File: src/rtl/hdmi_tmds_pkg.sv
// hdmi_tmds_pkg: shared definitions for the HDMI bit-slip search block.
//   - TMDS control-token constants and a token-match helper
//   - scan FSM state encoding
//   - SLIP_MAX: last slip visited by a sweep
package hdmi_tmds_pkg;

  localparam logic [9:0] TOK_0    = 10'h354;
  localparam logic [9:0] TOK_1    = 10'h0AB;
  localparam logic [9:0] TOK_2    = 10'h154;
  localparam logic [9:0] TOK_3    = 10'h2AB;
  localparam logic [3:0] SLIP_MAX = 4'd9;

  typedef enum logic [2:0] {
    ST_IDLE,
    ST_SETTLE,
    ST_MEASURE,
    ST_EVAL,
    ST_COMMIT,
    ST_MONITOR
  } scan_state_e;

  function automatic logic is_token(input logic [9:0] w);
    return (w == TOK_0) || (w == TOK_1) || (w == TOK_2) || (w == TOK_3);
  endfunction

endpackage

File: src/rtl/hdmi_token_counter.sv
// hdmi_token_counter: per-channel TMDS control-token counter.
//   i_clk, i_rst_n : clock, async active-low reset
//   i_word         : slipped 10-bit word
//   i_clear        : synchronous clear (wins over enable)
//   i_enable       : count token cycles
//   o_count        : saturating token count
// The token compare is registered, so the count lags the word by one
// cycle; the settle period in front of every window hides that lag.
module hdmi_token_counter
  import hdmi_tmds_pkg::*;
#(
  parameter int CNT_W = 17
) (
  input  logic             i_clk,
  input  logic             i_rst_n,
  input  logic [9:0]       i_word,
  input  logic             i_clear,
  input  logic             i_enable,
  output logic [CNT_W-1:0] o_count
);

  logic             r_tok;
  logic [CNT_W-1:0] r_count;

  always_ff @(posedge i_clk or negedge i_rst_n) begin
    if (!i_rst_n) begin
      r_tok   <= 1'b0;
      r_count <= '0;
    end else begin
      r_tok <= is_token(i_word);
      if (i_clear)
        r_count <= '0;
      else if (i_enable && r_tok && (r_count != '1))
        r_count <= r_count + 1'b1;
    end
  end

  assign o_count = r_count;

endmodule

File: src/rtl/hdmi_slip_scan.sv
// hdmi_slip_scan: bit-slip search controller for the HDMI RX path
// (pixel-clock domain). Sweeps the shared slip 0..9, counts control
// tokens per channel at each slip, then commits the best slip per channel.
//   i_pix_clk, i_reset_n         : clock, async active-low reset
//   i_start / i_abort            : sweep start / abandon pulses (abort wins)
//   i_r, i_g, i_b                : slipped words from the manual slip path
//   o_bitslip_r/g/b              : {1'b0, slip[3:0]} to the slip path
//   o_busy, o_done               : sweep in progress / one-cycle commit pulse
//   o_locked                     : {r,g,b} committed slip met THRESH
//   o_status                     : {busy,locked,scan_slip,best_r,best_g,best_b,rescan_cnt}
// Optional: define HDMISCAN_RESCAN_EN to add the MONITOR state, which keeps
// measuring at the committed slips and re-sweeps after two bad windows.
module hdmi_slip_scan
  import hdmi_tmds_pkg::*;
#(
  parameter int SETTLE_CYCLES = 4,
  parameter int WINDOW_LOG2   = 16,
  parameter int THRESH        = 64
) (
  input  logic        i_pix_clk,
  input  logic        i_reset_n,
  input  logic        i_start,
  input  logic        i_abort,
  input  logic [9:0]  i_r,
  input  logic [9:0]  i_g,
  input  logic [9:0]  i_b,
  output logic [4:0]  o_bitslip_r,
  output logic [4:0]  o_bitslip_g,
  output logic [4:0]  o_bitslip_b,
  output logic        o_busy,
  output logic        o_done,
  output logic [2:0]  o_locked,
  output logic [31:0] o_status
);

  localparam int NUM_CH = 3;
  localparam int CNT_W  = WINDOW_LOG2 + 1;
  localparam int TMR_W  = WINDOW_LOG2 + 1;
  localparam logic [TMR_W-1:0] SET_LAST = TMR_W'(SETTLE_CYCLES - 1);
  localparam logic [TMR_W-1:0] WIN_LAST = TMR_W'((2 ** WINDOW_LOG2) - 1);
  localparam logic [CNT_W-1:0] THR      = CNT_W'(THRESH);

  scan_state_e                  r_state, w_state_nxt;
  logic [TMR_W-1:0]             r_tmr;
  logic [3:0]                   r_scan;
  logic [NUM_CH-1:0][9:0]       w_word;
  logic [NUM_CH-1:0][CNT_W-1:0] w_cnt, r_best_cnt;
  logic [NUM_CH-1:0][3:0]       r_best_slip, r_commit_slip, w_slip;
  logic [NUM_CH-1:0]            r_locked;
  logic                         w_sweep, w_win_end, w_rescan, w_cnt_clr, w_cnt_en;
  logic [11:0]                  w_rescan_cnt;

  // index 2 = r, 1 = g, 0 = b throughout
  assign w_word = {i_r, i_g, i_b};

  for (genvar c = 0; c < NUM_CH; c++) begin : g_ch
    hdmi_token_counter #(.CNT_W(CNT_W)) u_cnt (
      .i_clk    (i_pix_clk),
      .i_rst_n  (i_reset_n),
      .i_word   (w_word[c]),
      .i_clear  (w_cnt_clr),
      .i_enable (w_cnt_en),
      .o_count  (w_cnt[c])
    );
  end

  // ---------------- FSM ----------------
  always_ff @(posedge i_pix_clk or negedge i_reset_n) begin
    if (!i_reset_n) r_state <= ST_IDLE;
    else            r_state <= w_state_nxt;
  end

  always_comb begin
    w_state_nxt = r_state;
    w_sweep     = 1'b0;
    case (r_state)
      ST_IDLE:    w_sweep = i_start;
      ST_SETTLE:  if (r_tmr == SET_LAST) w_state_nxt = ST_MEASURE;
      ST_MEASURE: if (r_tmr == WIN_LAST) w_state_nxt = ST_EVAL;
      ST_EVAL:    w_state_nxt = (r_scan == SLIP_MAX) ? ST_COMMIT : ST_SETTLE;
      ST_COMMIT: begin
`ifdef HDMISCAN_RESCAN_EN
        w_state_nxt = ST_MONITOR;
`else
        w_state_nxt = ST_IDLE;
`endif
      end
      ST_MONITOR: w_sweep = i_start | w_rescan;
      default:    w_state_nxt = ST_IDLE;
    endcase
    if (w_sweep) w_state_nxt = ST_SETTLE;
    // abort overrides everything, including a same-cycle start
    if (i_abort) begin
      w_sweep     = 1'b0;
      w_state_nxt = ST_IDLE;
    end
  end

  // phase timer: restarts on every state change and on each monitor window
  assign w_win_end = (r_state == ST_MONITOR) && (r_tmr == WIN_LAST);

  always_ff @(posedge i_pix_clk or negedge i_reset_n) begin
    if (!i_reset_n)
      r_tmr <= '0;
    else if ((r_state == ST_IDLE) || (w_state_nxt != r_state) || w_win_end)
      r_tmr <= '0;
    else
      r_tmr <= r_tmr + 1'b1;
  end

  always_ff @(posedge i_pix_clk or negedge i_reset_n) begin
    if (!i_reset_n)
      r_scan <= '0;
    else if (w_sweep)
      r_scan <= '0;
    else if ((r_state == ST_EVAL) && (w_state_nxt == ST_SETTLE))
      r_scan <= r_scan + 4'd1;
  end

  // counters read zero through settle; COMMIT clear gives MONITOR a fresh window
  assign w_cnt_clr = (r_state == ST_SETTLE) || (r_state == ST_COMMIT) || w_win_end;
  assign w_cnt_en  = (r_state == ST_MEASURE) || (r_state == ST_MONITOR);

  // best tracking (strict > keeps the lower slip on ties) and commit
  always_ff @(posedge i_pix_clk or negedge i_reset_n) begin
    if (!i_reset_n) begin
      r_best_cnt    <= '0;
      r_best_slip   <= '0;
      r_commit_slip <= '0;
      r_locked      <= '0;
    end else begin
      for (int c = 0; c < NUM_CH; c++) begin
        if (w_sweep) begin
          r_best_cnt[c]  <= '0;
          r_best_slip[c] <= '0;
        end else if ((r_state == ST_EVAL) && (w_cnt[c] > r_best_cnt[c])) begin
          r_best_cnt[c]  <= w_cnt[c];
          r_best_slip[c] <= r_scan;
        end
        if ((r_state == ST_COMMIT) && !i_abort) begin
          r_commit_slip[c] <= r_best_slip[c];
          r_locked[c]      <= (r_best_cnt[c] >= THR);
        end
      end
    end
  end

`ifdef HDMISCAN_RESCAN_EN
  logic        r_bad, w_any_bad;
  logic [11:0] r_rescan_cnt;

  always_comb begin
    w_any_bad = 1'b0;
    for (int c = 0; c < NUM_CH; c++)
      if (r_locked[c] && (w_cnt[c] < THR)) w_any_bad = 1'b1;
  end

  // r_bad remembers that the previous window was already bad
  assign w_rescan = w_win_end && w_any_bad && r_bad;

  always_ff @(posedge i_pix_clk or negedge i_reset_n) begin
    if (!i_reset_n) begin
      r_bad        <= 1'b0;
      r_rescan_cnt <= '0;
    end else begin
      if (r_state != ST_MONITOR) r_bad <= 1'b0;
      else if (w_win_end)        r_bad <= w_any_bad;
      if (w_rescan && w_sweep && (r_rescan_cnt != 12'hFFF))
        r_rescan_cnt <= r_rescan_cnt + 12'd1;
    end
  end

  assign w_rescan_cnt = r_rescan_cnt;
`else
  assign w_rescan     = 1'b0;
  assign w_rescan_cnt = 12'h000;
`endif

  // ---------------- outputs ----------------
  assign o_busy   = (r_state == ST_SETTLE) || (r_state == ST_MEASURE) ||
                    (r_state == ST_EVAL)   || (r_state == ST_COMMIT);
  assign o_done   = (r_state == ST_COMMIT) && !i_abort;
  assign o_locked = r_locked;

  assign w_slip      = o_busy ? {NUM_CH{r_scan}} : r_commit_slip;
  assign o_bitslip_r = {1'b0, w_slip[2]};
  assign o_bitslip_g = {1'b0, w_slip[1]};
  assign o_bitslip_b = {1'b0, w_slip[0]};

  assign o_status = {o_busy, r_locked, r_scan, r_best_slip, w_rescan_cnt};

endmodule
File: config.mk
export PLATFORM = sky130hd
export DESIGN_NAME = hdmi_slip_scan
export DESIGN_NICKNAME = d
export VERILOG_FILES = /design/src/rtl/hdmi_tmds_pkg.sv /design/src/rtl/hdmi_token_counter.sv /design/src/rtl/hdmi_slip_scan.sv
export SDC_FILE = /design/constraint.sdc
export NUM_CORES = 1
export LEC_CHECK = 0
export BUFFER_PORTS_ARGS = -buffer_cell sky130_fd_sc_hd__buf_4
export CAP_MARGIN = 25
export CELL_PAD_IN_SITES_DETAIL_PLACEMENT = 1
export CELL_PAD_IN_SITES_GLOBAL_PLACEMENT = 1
export CORE_ASPECT_RATIO = 0.6
export CORE_UTILIZATION = 50
export DETAILED_ROUTE_END_ITERATION = 12
export GPL_TIMING_DRIVEN = 1
export PLACE_DENSITY = 0.94
export SLEW_MARGIN = 20
export SYNTH_ARGS = -nofsm -noshare
export SYNTH_HDL_FRONTEND = slang
export SYNTH_SLANG_ARGS = --single-unit
File: constraint.sdc
create_clock -name i_pix_clk -period 5.9 [get_ports i_pix_clk]
set_input_delay 1.18 -clock i_pix_clk [delete_from_list [all_inputs] [get_ports i_pix_clk]]
set_output_delay 1.18 -clock i_pix_clk [all_outputs]
set_load 0.005 [all_outputs]
# ---- Word level (Yosys, flattened, before mapping)
# Index checks and enable logic that the tools add are counted.
dict set report totals {
  word_cells 124
  out_inout_bits 52
  input_bits 34
  reg_bits 156
}
dict set report op_classes {
  n_mux 30
  n_addsub 5
  n_reduce_logical 39
  eq_ne 25
  magnitude_cmp 6
}
# cell count
set ops {}
lappend ops {{2-to-1 mux 17 bit} 13}
lappend ops {{adder 17 x 1 -> 17 bit, second input constant} 4}
lappend ops {{equality test 10 bit, second input constant} 6}
lappend ops {{greater-or-equal comparator 17 x 7 -> 1 bit, second input constant} 3}
lappend ops {{> comparator 17 bit} 3}
lappend ops {{!= test 17 bit, second input constant} 3}
lappend ops {{2-to-1 mux 4 bit} 8}
lappend ops {{equality test 10 x 8 -> 1 bit, second input constant} 3}
lappend ops {{equality test 10 x 9 -> 1 bit, second input constant} 3}
lappend ops {{equality test 17 x 16 -> 1 bit, second input constant} 1}
lappend ops {{equality test 17 x 2 -> 1 bit, second input constant} 1}
lappend ops {{logical OR 1 bit} 17}
lappend ops {{2-to-1 mux 3 bit} 5}
lappend ops {{nonzero test 2 bit} 7}
lappend ops {{logical AND 1 bit} 12}
lappend ops {{2-to-1 mux 12 bit} 1}
lappend ops {{one-hot mux 3 bit (4 select lines)} 1}
lappend ops {{equality test 3 x 1 -> 1 bit, second input constant} 2}
lappend ops {{equality test 3 x 2 -> 1 bit, second input constant} 2}
lappend ops {{equality test 3 bit, second input constant} 2}
lappend ops {{adder 4 x 1 -> 4 bit, second input constant} 1}
lappend ops {{equality test 4 bit, second input constant} 1}
lappend ops {{zero test 3 bit} 1}
lappend ops {{!= test 3 bit} 1}
lappend ops {{3 further kinds} 4}

# ---- Depth between registers and ports, before layout
dict set report depth {
  depth_word 9
  mapped_depth 13
  depth_no_buf 12
}

# ---- By module
# Synthesis repeated with hierarchy kept, for this count alone.
dict set report hier_totals {
  hier_cells 967
  area_unflattened_um2 9080.0
}
# module n_inst area_each_um2 seq_area_each_um2 cells_each
set modules_own_cells {}
lappend modules_own_cells {hdmi_slip_scan 1 6219.7 2552.4 670}
lappend modules_own_cells {hdmi_token_counter 3 953.4 450.4 99}

# ---- Worst setup path after synthesis
# Ideal clock, no wire load.
dict set report synth_path {
  path_type {in2out}
  from {input i_abort}
  to {output o_done}
  path_buffers 1
  required_ns 4.720
  path_slack_ns 2.927
  cell_stages 3
  arrival_ns 1.793
  cell_sequence {nor2_1 and3_1 clkbuf_1}
}
dict set report synth_via {
  elab_chain_cells 2
}
# element line
set synth_lines {}
lappend synth_lines {{start: declaration} hdmi_slip_scan.sv:23} ;# input logic i_abort,
lappend synth_lines {{zero test 1 bit} hdmi_slip_scan.sv:182} ;# assign o_done = (r_state == ST_COMMIT) && !i_abort;
lappend synth_lines {{logical AND 1 bit} hdmi_slip_scan.sv:182}
lappend synth_lines {{end: declaration} hdmi_slip_scan.sv:31} ;# output logic o_done,
# No other way between the ends.

# ---- Worst setup path in the final report
# Ends and elaborated chain as after synthesis.

==> flow_summary_export.csv <==
group,metric,value,unit
run_status,status,"complete, no violations",
sta,clock-skew-final,0.01310,ns
drt,route.final.wire_length,26100,um
worst_setup_path,start_kind,"input port",
drt,length_of_the_first_detailed_routing_pass_in_iterations,5,
sta,period_minus_slack,3.485,ns
worst_setup_path,cp.arrival,2.30,ns
drt,drc_errors,0,
cts,ctsLongestPathBuffers,2,
logic_synthesis,synth_edf_count,0,
worst_setup_path,worst_setup_path_end_kind,"output pin",
cts,htree_num_levels,4,
floorplanning,die-area,18160,um^2
sta,rsz0062_at_grt,"false",
run,max_cap_viol_count,0,
grt,grt_util_met1,0.4274,
placed_design,portBuffers,67,
drt,detail_route.iter0.violations,644,
worst_setup_path,critical_path.endpoint,"o_done",
floorplanning,row_count,37,
floorplanning,core_region_area,17180,um^2
drt,num_vias,7606,
drt,antenna_violating_nets_post_route,0,
sta,transition_at_the_pin_with_the_smallest_max_transition_slack,1.014,ns
cts,clock_slew_at_reported_path_ffs,0.06,ns
cells_and_area,antenna_cells,0,
floorplanning,dieWidth,173.3,um
cts,cts_setup_buffers,0,
worst_setup_path,timing.critical_path.from,"i_abort",
cells_and_area,syn_to_final_growth,14.01,%
placed_design,place_hpwl,17980,um
cts,tritoncts_buffer_count,17,
sta,final.hold.worst_slack,0.4973,ns
pwr,power_density,227.8,nW/um^2
drt,routedWlPerCell,20.60,um
logic_synthesis,postSynthRegisterBits,156,
logic_synthesis,synth_commonest_cells,"156 x sky130_fd_sc_hd__dfrtp_1, 102 x sky130_fd_sc_hd__nor2_1, 96 x sky130_fd_sc_hd__nand3_1",
sta,period_share,0.5906,
sta,max_freq,287.0,MHz
sta,timing.setup.tns,0,ns
logic_synthesis,synth.yosys.seq_area_share,0.4434,
cts,cts_tree,"done",
grt,grt_most_used_layer,"met2",
logic_synthesis,ys_types,55,
logic_synthesis,synth_top_area_share,0.4434,
worst_setup_path,critPathSlowestCell,"sky130_fd_sc_hd__buf_4",
cts,worst_skew_pair.late_latency,0.43,ns
cts,clock_sinks,156,
grt,global_route.usage.met3,0.04913,
logic_synthesis,yosysTopAreaCell,"sky130_fd_sc_hd__dfrtp_1",
cts,post_cts_resize_count,0,
worst_setup_path,ws_path_type,"input port to output pin",
logic_synthesis,ys_dominant_reg_cell,"sky130_fd_sc_hd__dfrtp_1",
worst_setup_path,worst_r2r_startpoint,"g_ch[1].u_cnt.o_count[12]$_DFFE_PN0P_",
pwr,leakagePower,4.603,nW
grt,grt_use_total,0.3050,
cts,clockRootBuffer,"sky130_fd_sc_hd__clkbuf_16",
logic_synthesis,synth.yosys.warnings,0,
min_path,min_from,"r_tmr[0]$_DFF_PN0_",
grt,grt_first_pass_wirelength,43490,um
worst_setup_path,critical_register_to_register_path_endpoint,"o_status[17]$_DFFE_PN0P_",
worst_setup_path,crit_chain,"buf_4 > nor2_1 > and3_1 > buf_4 > buf_4",
logic_synthesis,fraction_of_registers_with_async_set_or_reset_after_synthesis,1.000,
floorplanning,boundaryPins,86,
worst_setup_path,crit_path_max_fanout,31,
placed_design,gpl.final_weighted_congestion,0.8443,
worst_setup_path,rrSetupSlack,2.53,ns
logic_synthesis,netlist_top_cells_area,"sky130_fd_sc_hd__dfrtp_1 44%, sky130_fd_sc_hd__ha_1 8.7%, sky130_fd_sc_hd__nand3_1 5.5%, sky130_fd_sc_hd__nor2_1 4.3%, sky130_fd_sc_hd__o31ai_1 4.2%",
sta,setup-violations-final,0,
sta,report.final.slew_viol_count,0,
floorplanning,initial_standard_cell_utilization_of_the_core,0.5126,
grt,groute.layer.met2.usage,0.4865,
sta,rel_slew_slack,0.3229,
worst_setup_path,critical_path_required,4.72,ns
worst_setup_path,reg2reg_depth,6,
worst_setup_path,critical-path-max-stage-delay,0.34,ns
worst_setup_path,cell_seen_most_often_among_critical_path_stages,"sky130_fd_sc_hd__buf_4",
grt,gr-total-overflow,0,
min_path,holdCritPathClass,"flip-flop to flip-flop",
cells_and_area,count_of_placed_standard_cells_in_the_final_layout_fillers_left_out,1267,
logic_synthesis,synthCells,964,
sta,finalHoldViolations,0,
grt,number_of_antenna_violations_at_the_first_check_in_global_routing,0,
cells_and_area,finish.net_count,1116,
grt,grt_max_degree,61,
cts,postCtsHoldBufs,0,
logic_synthesis,synthesis.area,8803,um^2
grt,via_count_of_the_first_global_routing_pass,7992,
drt,viasPerCell,6.003,
cells_and_area,post_route_cells_drive_above_1_share,0.1171,
logic_synthesis,syn_avg_cell_area,9.132,um^2
placed_design,placed_cells_incl_taps,1236,
pwr,peakVddDrop,196.8,uV
floorplanning,fp.dieH,104.8,um
logic_synthesis,synth.most_common_cell,"sky130_fd_sc_hd__dfrtp_1",
## kinds of logic (layout without fill, tap and decap cells)
group           Yosys count  after routing  synth area share
compound gates          173            173            0.1272
xor+xnor                 60             60           0.05969
fa+ha+maj                61             61           0.08670
buf+inv                 140            195           0.06936
flops                   156            156            0.4434
mux                       6              6          0.006964
other cells               1             15         0.0004260
simple gates            367            367            0.2062
## sequential cells by signal, summed over array words and instances (netlist names)
register	count
g_ch.u_cnt.o_count	51
r_tmr	17
r_best_cnt	51
r_scan	4
o_locked	3
g_ch.u_cnt.r_tok	3
r_commit_slip	12
r_state	3
o_status	12
## power breakdown
group	internal [W]	switching [W]	total, W	leakage (nW)
Combinational	0.0000377	0.0000759	0.000114	2.22
Sequential	0.00107	0.00000383	0.00108	2.12
Clock	0.000633	0.000465	0.00110	0.270
## worst max-delay path, delay by kind of cell
| kind | cells | cell delay [ns] |
|---|---|---|
| buf+inv | 3 | 0.66 |
| simple gates | 2 | 0.45 |
## layout make-up
class	instances	area (um^2)
Sequential cell	156	3904
Fill cell	2002	7138
Inverter	83	311.5
Clock inverter	10	115.1
Multi-Input combinational cell	682	4348
Clock buffer	21	450.4
Tap cell	234	292.8
Timing Repair Buffer	81	615.6
## how the worst min path moves through the flow
| stage | endpoint | slack (ns) | cells after the start |
|---|---|---|---|
| 6_report | r_tmr[0]$_DFF_PN0_ | 0.50 | 1 |
| 5_1_grt | r_tmr[0]$_DFF_PN0_ | 0.52 | 1 |
| 4_1_cts | r_tmr[0]$_DFF_PN0_ | 0.49 | 1 |
| 3_5_place_dp | r_tmr[0]$_DFF_PN0_ | 0.48 | 1 |
| 3_3_place_gp | r_tmr[0]$_DFF_PN0_ | 0.47 | 1 |
| 2_1_floorplan | r_tmr[0]$_DFF_PN0_ | 0.46 | 1 |
## cell usage in the layout, fill, tap and decap left out, types with 4 or more instances in the layout
| cell | instances |
|---|---|
| sky130_fd_sc_hd__dfrtp_1 | 156 |
| sky130_fd_sc_hd__nor2_1 | 102 |
| sky130_fd_sc_hd__nand3_1 | 96 |
| sky130_fd_sc_hd__inv_1 | 83 |
| sky130_fd_sc_hd__buf_4 | 79 |
| sky130_fd_sc_hd__nand2_1 | 70 |
| sky130_fd_sc_hd__ha_1 | 61 |
| sky130_fd_sc_hd__o21ai_0 | 52 |
| sky130_fd_sc_hd__o31ai_1 | 49 |
| sky130_fd_sc_hd__a21oi_1 | 42 |
| sky130_fd_sc_hd__xnor2_1 | 31 |
| sky130_fd_sc_hd__xor2_1 | 29 |
| sky130_fd_sc_hd__nand4_1 | 21 |
| sky130_fd_sc_hd__clkbuf_16 | 17 |
| sky130_fd_sc_hd__nor4_1 | 15 |
| sky130_fd_sc_hd__conb_1 | 15 |
| sky130_fd_sc_hd__and3_1 | 12 |
| sky130_fd_sc_hd__nor3_1 | 10 |
| sky130_fd_sc_hd__nand2b_1 | 7 |
| sky130_fd_sc_hd__and4_1 | 5 |
| sky130_fd_sc_hd__mux2i_1 | 5 |
| sky130_fd_sc_hd__nand3b_1 | 4 |
| sky130_fd_sc_hd__a21o_1 | 4 |
| sky130_fd_sc_hd__o21bai_1 | 4 |
## routing by layer
layer  vias up  routed length (um)
met4         0                 481
met2       230               12120
met1      3893               12200
met3        43                1295
li1       3440                   -
met5         -                   0
## metrics by stage
stage | power, W | setup WS (ns) | instance area (um^2) | util
detailed placement | 0.001208 | 2.474 | 9472 | 0.5515
CTS | 0.002291 | 2.435 | 10040 | 0.5844
global route | 0.002347 | 2.329 | 10040 | 0.5844
finish | 0.002286 | 2.415 | 10040 | 0.5844
floorplan | 0.001144 | 2.927 | 8856 | -
global placement | 0.001202 | 2.534 | 9460 | 0.5508
No activity file was read; power rests on OpenSTA's default activity.
